==> src/rtl/m62_rom_loader.sv <==
// ROM download router for the Irem M62 core: splits the HPS ioctl byte stream into
// SDRAM toggle-handshake writes, sound-ROM/PROM write pulses, and owns the core reset.
module m62_rom_loader #(
    parameter int unsigned GFX_BASE   = 32'h0003_0000,
    parameter int unsigned SND_BASE   = 32'h0002_0000,
    parameter int unsigned SND_END    = 32'h0003_0000,
    parameter int unsigned PROM_BASE  = 32'h000A_0000,
    parameter int unsigned PROM_SIZE  = 32'h0000_0920,
    parameter logic [15:0] RESET_HOLD = 16'hFFFF
) (
    input  logic        clk_sys,
    input  logic        reset_n,
    input  logic        dl_active,
    input  logic        dl_wr,
    input  logic [24:0] dl_addr,
    input  logic [7:0]  dl_data,
    output logic        dl_wait,
    input  logic        user_reset,
    output logic        p1_req,
    input  logic        p1_ack,
    output logic [22:0] p1_a,
    output logic [1:0]  p1_ds,
    output logic [15:0] p1_d,
    output logic        p2_req,
    input  logic        p2_ack,
    output logic [22:0] p2_a,
    output logic [1:0]  p2_ds,
    output logic [15:0] p2_d,
    output logic        snd_we,
    output logic [15:0] snd_a,
    output logic [7:0]  snd_d,
    output logic        prom_we,
    output logic [11:0] prom_a,
    output logic [7:0]  prom_d,
    output logic        rom_loaded,
    output logic        core_reset,
    output logic        overrun
);

    localparam int unsigned AW = 25;
    localparam logic [AW-1:0] GFX_B    = AW'(GFX_BASE);
    localparam logic [AW-1:0] SND_B    = AW'(SND_BASE);
    localparam logic [AW-1:0] SND_E    = AW'(SND_END);
    localparam logic [AW-1:0] PROM_B   = AW'(PROM_BASE);
    localparam logic [AW-1:0] PROM_END = AW'(PROM_BASE + PROM_SIZE);

    typedef enum logic {
        IDLE,
        BUSY
    } state_t;

    state_t      state;
    logic        dl_wr_q;
    logic        dl_active_q;
    logic        p2_pend;
    logic        got_byte;
    logic [15:0] rst_cnt;
    logic [15:0] rst_cnt_nxt;

    logic        strobe;
    logic        in_sdram1;
    logic        in_sdram2;
    logic        in_snd;
    logic        in_prom;
    logic        accept;
    logic        ack_done;
    logic        rst_load;
    logic [23:0] gfx_off;
    logic [11:0] prom_off;

    // Strobe edge detect and address decode
    assign strobe    = dl_wr & ~dl_wr_q & dl_active;
    assign in_sdram1 = dl_addr < PROM_B;
    assign in_sdram2 = (dl_addr >= GFX_B) && (dl_addr < PROM_B);
    assign in_snd    = (dl_addr >= SND_B) && (dl_addr < SND_E);
    assign in_prom   = (dl_addr >= PROM_B) && (dl_addr < PROM_END);
    assign gfx_off   = dl_addr[23:0] - GFX_B[23:0];
    assign prom_off  = dl_addr[11:0] - PROM_B[11:0];

    // SDRAM-bound bytes are only taken in IDLE; PROM bytes never need the SDRAM
    assign accept    = strobe & (in_sdram1 ? (state == IDLE) : in_prom);
    assign ack_done  = (p1_ack == p1_req) && (!p2_pend || (p2_ack == p2_req));
    assign rst_load  = user_reset | ~rom_loaded | dl_active;

    always_ff @(posedge clk_sys or negedge reset_n) begin
        if (!reset_n) begin
            dl_wr_q     <= 1'b0;
            dl_active_q <= 1'b0;
        end else begin
            dl_wr_q     <= dl_wr;
            dl_active_q <= dl_active;
        end
    end

    // Handshake FSM and SDRAM port registers
    always_ff @(posedge clk_sys or negedge reset_n) begin
        if (!reset_n) begin
            state   <= IDLE;
            dl_wait <= 1'b0;
            overrun <= 1'b0;
            p2_pend <= 1'b0;
            p1_req  <= 1'b0;
            p1_a    <= '0;
            p1_ds   <= '0;
            p1_d    <= '0;
            p2_req  <= 1'b0;
            p2_a    <= '0;
            p2_ds   <= '0;
            p2_d    <= '0;
        end else begin
            case (state)
                IDLE: begin
                    if (strobe && in_sdram1) begin
                        p1_req  <= ~p1_req;
                        p1_a    <= dl_addr[23:1];
                        p1_ds   <= {dl_addr[0], ~dl_addr[0]};
                        p1_d    <= {dl_data, dl_data};
                        p2_pend <= in_sdram2;
                        if (in_sdram2) begin
                            p2_req <= ~p2_req;
                            p2_a   <= gfx_off[23:1];
                            p2_ds  <= {gfx_off[0], ~gfx_off[0]};
                            p2_d   <= {dl_data, dl_data};
                        end
                        state   <= BUSY;
                        dl_wait <= 1'b1;
                    end
                end
                BUSY: begin
                    if (strobe && in_sdram1) begin
                        overrun <= 1'b1;
                    end
                    if (ack_done) begin
                        state   <= IDLE;
                        dl_wait <= 1'b0;
                    end
                end
                default: begin
                    state   <= IDLE;
                    dl_wait <= 1'b0;
                end
            endcase
        end
    end

    // Sound-ROM and PROM single-cycle writes, independent of the SDRAM handshake
    always_ff @(posedge clk_sys or negedge reset_n) begin
        if (!reset_n) begin
            snd_we  <= 1'b0;
            snd_a   <= '0;
            snd_d   <= '0;
            prom_we <= 1'b0;
            prom_a  <= '0;
            prom_d  <= '0;
        end else begin
            snd_we  <= 1'b0;
            prom_we <= 1'b0;
            if (strobe && in_snd) begin
                snd_we <= 1'b1;
                snd_a  <= dl_addr[15:0];
                snd_d  <= dl_data;
            end
            if (strobe && in_prom) begin
                prom_we <= 1'b1;
                prom_a  <= prom_off;
                prom_d  <= dl_data;
            end
        end
    end

    // rom_loaded latches at the end of any download that delivered a byte
    always_ff @(posedge clk_sys or negedge reset_n) begin
        if (!reset_n) begin
            got_byte   <= 1'b0;
            rom_loaded <= 1'b0;
        end else begin
            if (dl_active_q && !dl_active) begin
                got_byte <= 1'b0;
                if (got_byte || accept) begin
                    rom_loaded <= 1'b1;
                end
            end else if (accept) begin
                got_byte <= 1'b1;
            end
        end
    end

    always_comb begin
        rst_cnt_nxt = rst_cnt;
        if (rst_load) begin
            rst_cnt_nxt = RESET_HOLD;
        end else if (rst_cnt != 16'd0) begin
            rst_cnt_nxt = rst_cnt - 16'd1;
        end
    end

    // Stretched core reset
    always_ff @(posedge clk_sys or negedge reset_n) begin
        if (!reset_n) begin
            rst_cnt    <= RESET_HOLD;
            core_reset <= 1'b1;
        end else begin
            rst_cnt    <= rst_cnt_nxt;
            core_reset <= (rst_cnt_nxt != 16'd0);
        end
    end

endmodule

==> config.mk <==
export PLATFORM = sky130hd
export DESIGN_NAME = m62_rom_loader
export DESIGN_NICKNAME = d
export VERILOG_FILES = /design/src/rtl/m62_rom_loader.sv
export SDC_FILE = /design/constraint.sdc
export NUM_CORES = 1
export LEC_CHECK = 0
export ABC_AREA = 1
export BUFFER_PORTS_ARGS = -buffer_cell sky130_fd_sc_hd__buf_2
export CAP_MARGIN = 20
export CORE_ASPECT_RATIO = 1.25
export CORE_MARGIN = 10
export CORE_UTILIZATION = 51
export CTS_CLUSTER_DIAMETER = 100
export CTS_CLUSTER_SIZE = 8
export DETAILED_ROUTE_END_ITERATION = 8
export PLACE_DENSITY = 0.79
export RECOVER_POWER = 25
export SLEW_MARGIN = 25
export SYNTH_ARGS = -nofsm -noshare
export SYNTH_HDL_FRONTEND = slang
export SYNTH_SLANG_ARGS = --single-unit
==> constraint.sdc <==
create_clock -name clk_sys -period 4.64 [get_ports clk_sys]
set_clock_uncertainty 0.05 [all_clocks]
set_input_delay 1.392 -clock clk_sys [delete_from_list [all_inputs] [get_ports clk_sys]]
set_output_delay 1.392 -clock clk_sys [all_outputs]
set_load 0.01 [all_outputs]
## Word level (Yosys, flattened, before mapping)

Cells that the tools add are included.

| word-level totals | value |
|---|---|
| register bits after elaboration | 155 |
| output and inout bits | 134 |
| logic and storage cells | 81 |

| cells by class | value |
|---|---|
| add/sub/neg operators | 2 |
| order comparisons | 6 |
| equality and inequality tests | 4 |
| mux-type cells | 13 |
| bitwise logic cells | 12 |
| reduce and logical (&&, ||, !) cells | 20 |

Operator list:

| kind | count |
|---|---|
| $ge A25 B18 Y1 const B | 2 |
| $lt A25 B20 Y1 const B | 2 |
| $mux W16 | 2 |
| $reduce_bool A16 Y1 | 2 |
| $ge A25 B20 Y1 const B | 1 |
| $lt A25 B18 Y1 const B | 1 |
| $sub A24 B18 Y24 const B | 1 |
| $sub A16 B1 Y16 const B | 1 |
| $mux W1 | 9 |
| $logic_and A1 B1 Y1 | 8 |
| $reduce_and A2 Y1 | 4 |
| $not A1 Y1 | 7 |
| $ne A2 B1 Y1 const B | 2 |
| $pmux W1 S2 | 2 |
| $and A1 B1 Y1 | 3 |
| $reduce_and A3 Y1 | 1 |
| $eq A1 B1 Y1 | 2 |
| $logic_not A1 Y1 | 2 |
| $logic_or A1 B1 Y1 | 2 |
| $or A1 B1 Y1 | 2 |
| $reduce_bool A2 Y1 | 1 |

## Logic depth before layout (Yosys ltp)

| depth | value |
|---|---|
| depth after elaboration | 6 |
| mapped depth | 12 |
| gate-level depth less buffers | 11 |

## Worst setup path before layout

No wires, ideal clock.

| path | value |
|---|---|
| path kind | input-to-reg |
| from | in dl_addr[16] |
| to | reg p2_a[18] |
| library setup time | 119 ps |
| arrival time | 2,504 ps |
| required time | 4,471 ps |
| setup slack | 1,966 ps |
| stages on the path | 10 |
| cells stage by stage | ha_1 > inv_1 > nor3_1 > nand4_1 > o21ai_2 > nand2_2 > buf_6 > buf_6 > nand2_1 > nand2_1 |

| on the way | value |
|---|---|
| cells in the longest elaborated chain, start to end | 3 |
| elaborated cells between the ends (all ways) | 6 |

Ends and longest elaborated chain:

| element | line | source |
|---|---|---|
| start: declaration | 15 | `input logic [24:0] dl_addr,` |
| $ge A25 B18 Y1 / $lt A25 B20 Y1 (equally long branches) | 74, 73 |  |
| $logic_and A1 B1 Y1, on equally long branches | 74, 113 |  |
| $reduce_and A3 Y1 (no line) | n/a |  |
| end signal: assignment | 121 | `p2_a <= gfx_off[23:1];` |
| end: declaration | 26 | `output logic [22:0] p2_a,` |

Parallel ways exist; a longest one is shown, timed or not.
A chain may end at the register's enable or synchronous reset.

## Worst setup path in the final report

| path | value |
|---|---|
| from | in dl_addr[17] |
| to | reg p2_ds[1] |

| on the way | value |
|---|---|
| cells in the longest elaborated chain, start to end | 3 |
| elaborated cells between the ends (all ways) | 5 |

Ends and longest elaborated chain:

| element | line | source |
|---|---|---|
| $ge A25 B18 Y1 / $lt A25 B20 Y1 (equally long branches) | 74, 73 |  |
| $logic_and A1 B1 Y1, on equally long branches | 74, 113 |  |
| $reduce_and A3 Y1 (no line) * | n/a |  |
| end signal: assignment | 122 | `p2_ds <= {gfx_off[0], ~gfx_off[0]};` |
| end: declaration | 27 | `output logic [1:0] p2_ds,` |

Every way passes the cells marked *; elsewhere a longest branch is shown, timed or not.

==> impl_metrics.tcl <==
set metrics [dict create \
    setup_viol 0 \
    die_h_um 140.7 \
    start_kind "primary input" \
    syn_area_sq_mm 0.005942 \
    whs_path_depth 2 \
    coreArea_sq_mm 0.01151 \
    grt_max_degree 124 \
    grt_pass1_vias 4954 \
    clockPowerShare_pct 49.5 \
    pwr-share-seq_pct 43.0 \
    finalHoldViolCount 0 \
    grt_pass1_wl_um 25320 \
    crit_path_frequent_cell "inv_1" \
    required_ps 4900 \
    max_freq_mhz 352.7 \
    reg2reg_slack_ps 2640 \
    drive_gt1_share_pct 28.78 \
    clock_sinks 139 \
    max-cap-violations 0 \
    cts-root-buf "clkbuf_16" \
    peakVddDrop_mv 0.2253 \
    clkLatencyLatePin_ps 420 \
    p_sw_share_pct 23.01 \
    async_flop_share_pct 100.0 \
    drc_errors 0 \
    pre_cts_slack_ps 1014 \
    post-cts-setup-buffer-count 0 \
    p_leak_uw 0.004167 \
    p_int_uw 2319 \
    yosys.cell_types.count 31 \
    mostFrequentLayoutCells "210 x nand2_1, 171 x buf_2, 122 x dfrtp_1" \
    setup.worst_path.end_class "register" \
    power.switching_uw 693.0 \
    clk_path_buf_depth 2 \
    postCtsHoldBufs 0 \
    final_antenna_net_count 0 \
    final_common_cell "nand2_1" \
    synthToLayoutAreaGrowth_pct 25.25 \
    cts.htree.levels 4 \
    place_congestion 0.9273 \
    drv_slew 0 \
    wl_per_cell_um 16.02 \
    finalSetupTns_ps 0 \
    ios 174 \
    antenna_found_initial 1 \
    routed_wl_um 15700 \
    critPathMaxStageDelay_ps 400 \
    die_w_um 116.5 \
    cp_max_fo 59 \
    cts_tree "built" \
    worstPathCellList "buf_2, ha_1, inv_1, nor3_1, nand4_1, o21ai_2, nand2_4, o21ai_0, inv_1" \
    dr.pass1.iters 5 \
    critPathKind "primary input to register" \
    cp.arrival_ps 3090 \
    r2r-end "p2_ds[1]$_DFFE_PN0P_" \
    numPortBuffers 173 \
    reg2reg_from "dl_wr_q$_DFF_PN0_" \
    reg2regPathDepth 8 \
    ys_warn_count 0 \
    dieArea_sq_mm 0.01640 \
    cts_made_buffers 17 \
    relSlewSlack_pct 40.90 \
    synth-main-ff-cell "dfrtp_1" \
    whs_endpoint "dl_wait$_DFFE_PN0P_" \
    ys_ff_latch 139 \
    initial_core_util_pct 51.64 \
    ys_seq_area_share_pct 58.90 \
    hold_class "register to register" \
    ctsResizeCount 0 \
    syn-num-nets 715 \
    p_per_area_mw_per_mm2 404.7 \
    min_from "dl_wait$_DFFE_PN0P_" \
    grt_overflow_total 0 \
    num_rows 44 \
    rsz0062_at_grt "no" \
    worst_slew_pin_slew_ps 886.5 \
    netlist_instances 672 \
    dr_total_vias 4865 \
    slowest_stage "nand2_4" \
    clk_pin_slew_ps 60 \
    final_nets 872 \
    hpwlAfterDp_um 11230 \
    groute.usage.overall_pct 19.61 \
    synth_edf_count 0 \
    period_share_pct 61.11 \
    finalWorstSetupSlack_ps 1805 \
    p_comb_share_pct 7.5 \
    drt_iter0_drc 286 \
    run_status "finished, final reports clean" \
    synth_area_per_cell_sq_um 8.842 \
    fin_crit_ps 2835 \
    vias_per_cell 4.964 \
]
==> state kept, by name, indices dropped and copies added, names as in the netlist, 2 cells and up <==
register  count
p1_a         23
p2_a         23
rst_cnt      16
snd_a        16
prom_a       12
p1_d          8
p2_d          8
prom_d        8
snd_d         8
p1_ds         2
p2_ds         2
==> per-stage QoR <==
stage / hold slack (ps) / total power (uW) / util [%] / cells / cell area (sq um)
2_1_floorplan: 399.4 / 1422 / - / 672 / 5942
3_3_place_gp: 397.3 / 1537 / 58.92 / 948 / 6779
3_5_place_dp: 403.8 / 1542 / 58.95 / 948 / 6783
4_1_cts: 421.3 / 3037 / 64.63 / 979 / 7436
5_1_grt: 446.1 / 3118 / 64.66 / 979 / 7440
6_report: 419.8 / 3012 / 64.68 / 980 / 7442
==> how the worst max path moves through the flow <==
stage,startpoint,to,slack (ps),cells past startpoint
2_1_floorplan,dl_addr[16],p2_a[18]$_DFFE_PN0P_,1970,10
3_3_place_gp,dl_addr[9],p2_ds[1]$_DFFE_PN0P_,1040,9
3_5_place_dp,dl_addr[9],p2_ds[1]$_DFFE_PN0P_,1010,9
4_1_cts,dl_addr[9],p2_ds[1]$_DFFE_PN0P_,1450,9
5_1_grt,dl_addr[9],p2_ds[1]$_DFFE_PN0P_,1540,9
6_report,dl_addr[17],p2_ds[1]$_DFFE_PN0P_,1800,9
==> power groups by stage <==
stage	Sequential (uW)	Clock [uW]	Combinational, uW
final	1290	1490	225
after global routing	1300	1570	253
after CTS	1290	1510	230
after detailed placement	1310	0	229
after global placement	1310	0	225
after floorplan	1330	0	88.8
==> worst max-delay path, delay by kind of cell <==
family | cells | cell delay, ps
fa+ha+maj | 1 | 190
simple gates | 3 | 660
buf+inv | 3 | 260
compound gates | 2 | 550
==> layer usage <==
metal	GRT usage, %	wire, um	up-vias
met4	6.714	299	0
li1	-	-	2419
met5	0	0	-
met2	33.11	8062	154
met3	7.601	1272	27
met1	21.96	6067	2265
==> final cells by class <==
cell class	instances	area, sq um
Inverter	66	247.7
Multi-Input combinational cell	427	1954
Sequential cell	139	3500
Timing Repair Buffer	178	912.1
Antenna cell	1	2.502
Tap cell	138	172.7
Clock buffer	19	442.9
Clock inverter	12	210.2
Fill cell	997	4064
==> cells by family (layout without fill, tap and decap cells) <==
group	after synthesis	count (layout)	share of synthesized area [%]
simple gates	306	306	21.25
flops	139	139	58.90
compound gates	110	110	9.686
buf+inv	106	275	8.360
xor+xnor	8	8	1.179
fa+ha+maj	3	3	0.6318
other cells	0	1	0
==> cell usage after synthesis (5+ instances only) <==
| library cell | n | share of area, % |
|---|---|---|
| clkbuf_1 | 13 | 0.82 |
| o21ai_1 | 37 | 3.1 |
| nor2_1 | 46 | 2.9 |
| dfstp_2 | 17 | 7.5 |
| nand3b_1 | 6 | 0.76 |
| buf_4 | 16 | 2.0 |
| nand2_1 | 210 | 13 |
| nor3_1 | 5 | 0.42 |
| inv_1 | 63 | 4.0 |
| buf_2 | 7 | 0.59 |
| dfrtp_1 | 122 | 51 |
| nand4_1 | 5 | 0.53 |
| o21ai_0 | 63 | 5.3 |
| nand3_1 | 23 | 1.9 |
| o21ai_2 | 5 | 0.74 |
Note: power is estimated with default switching activity, not from simulation.
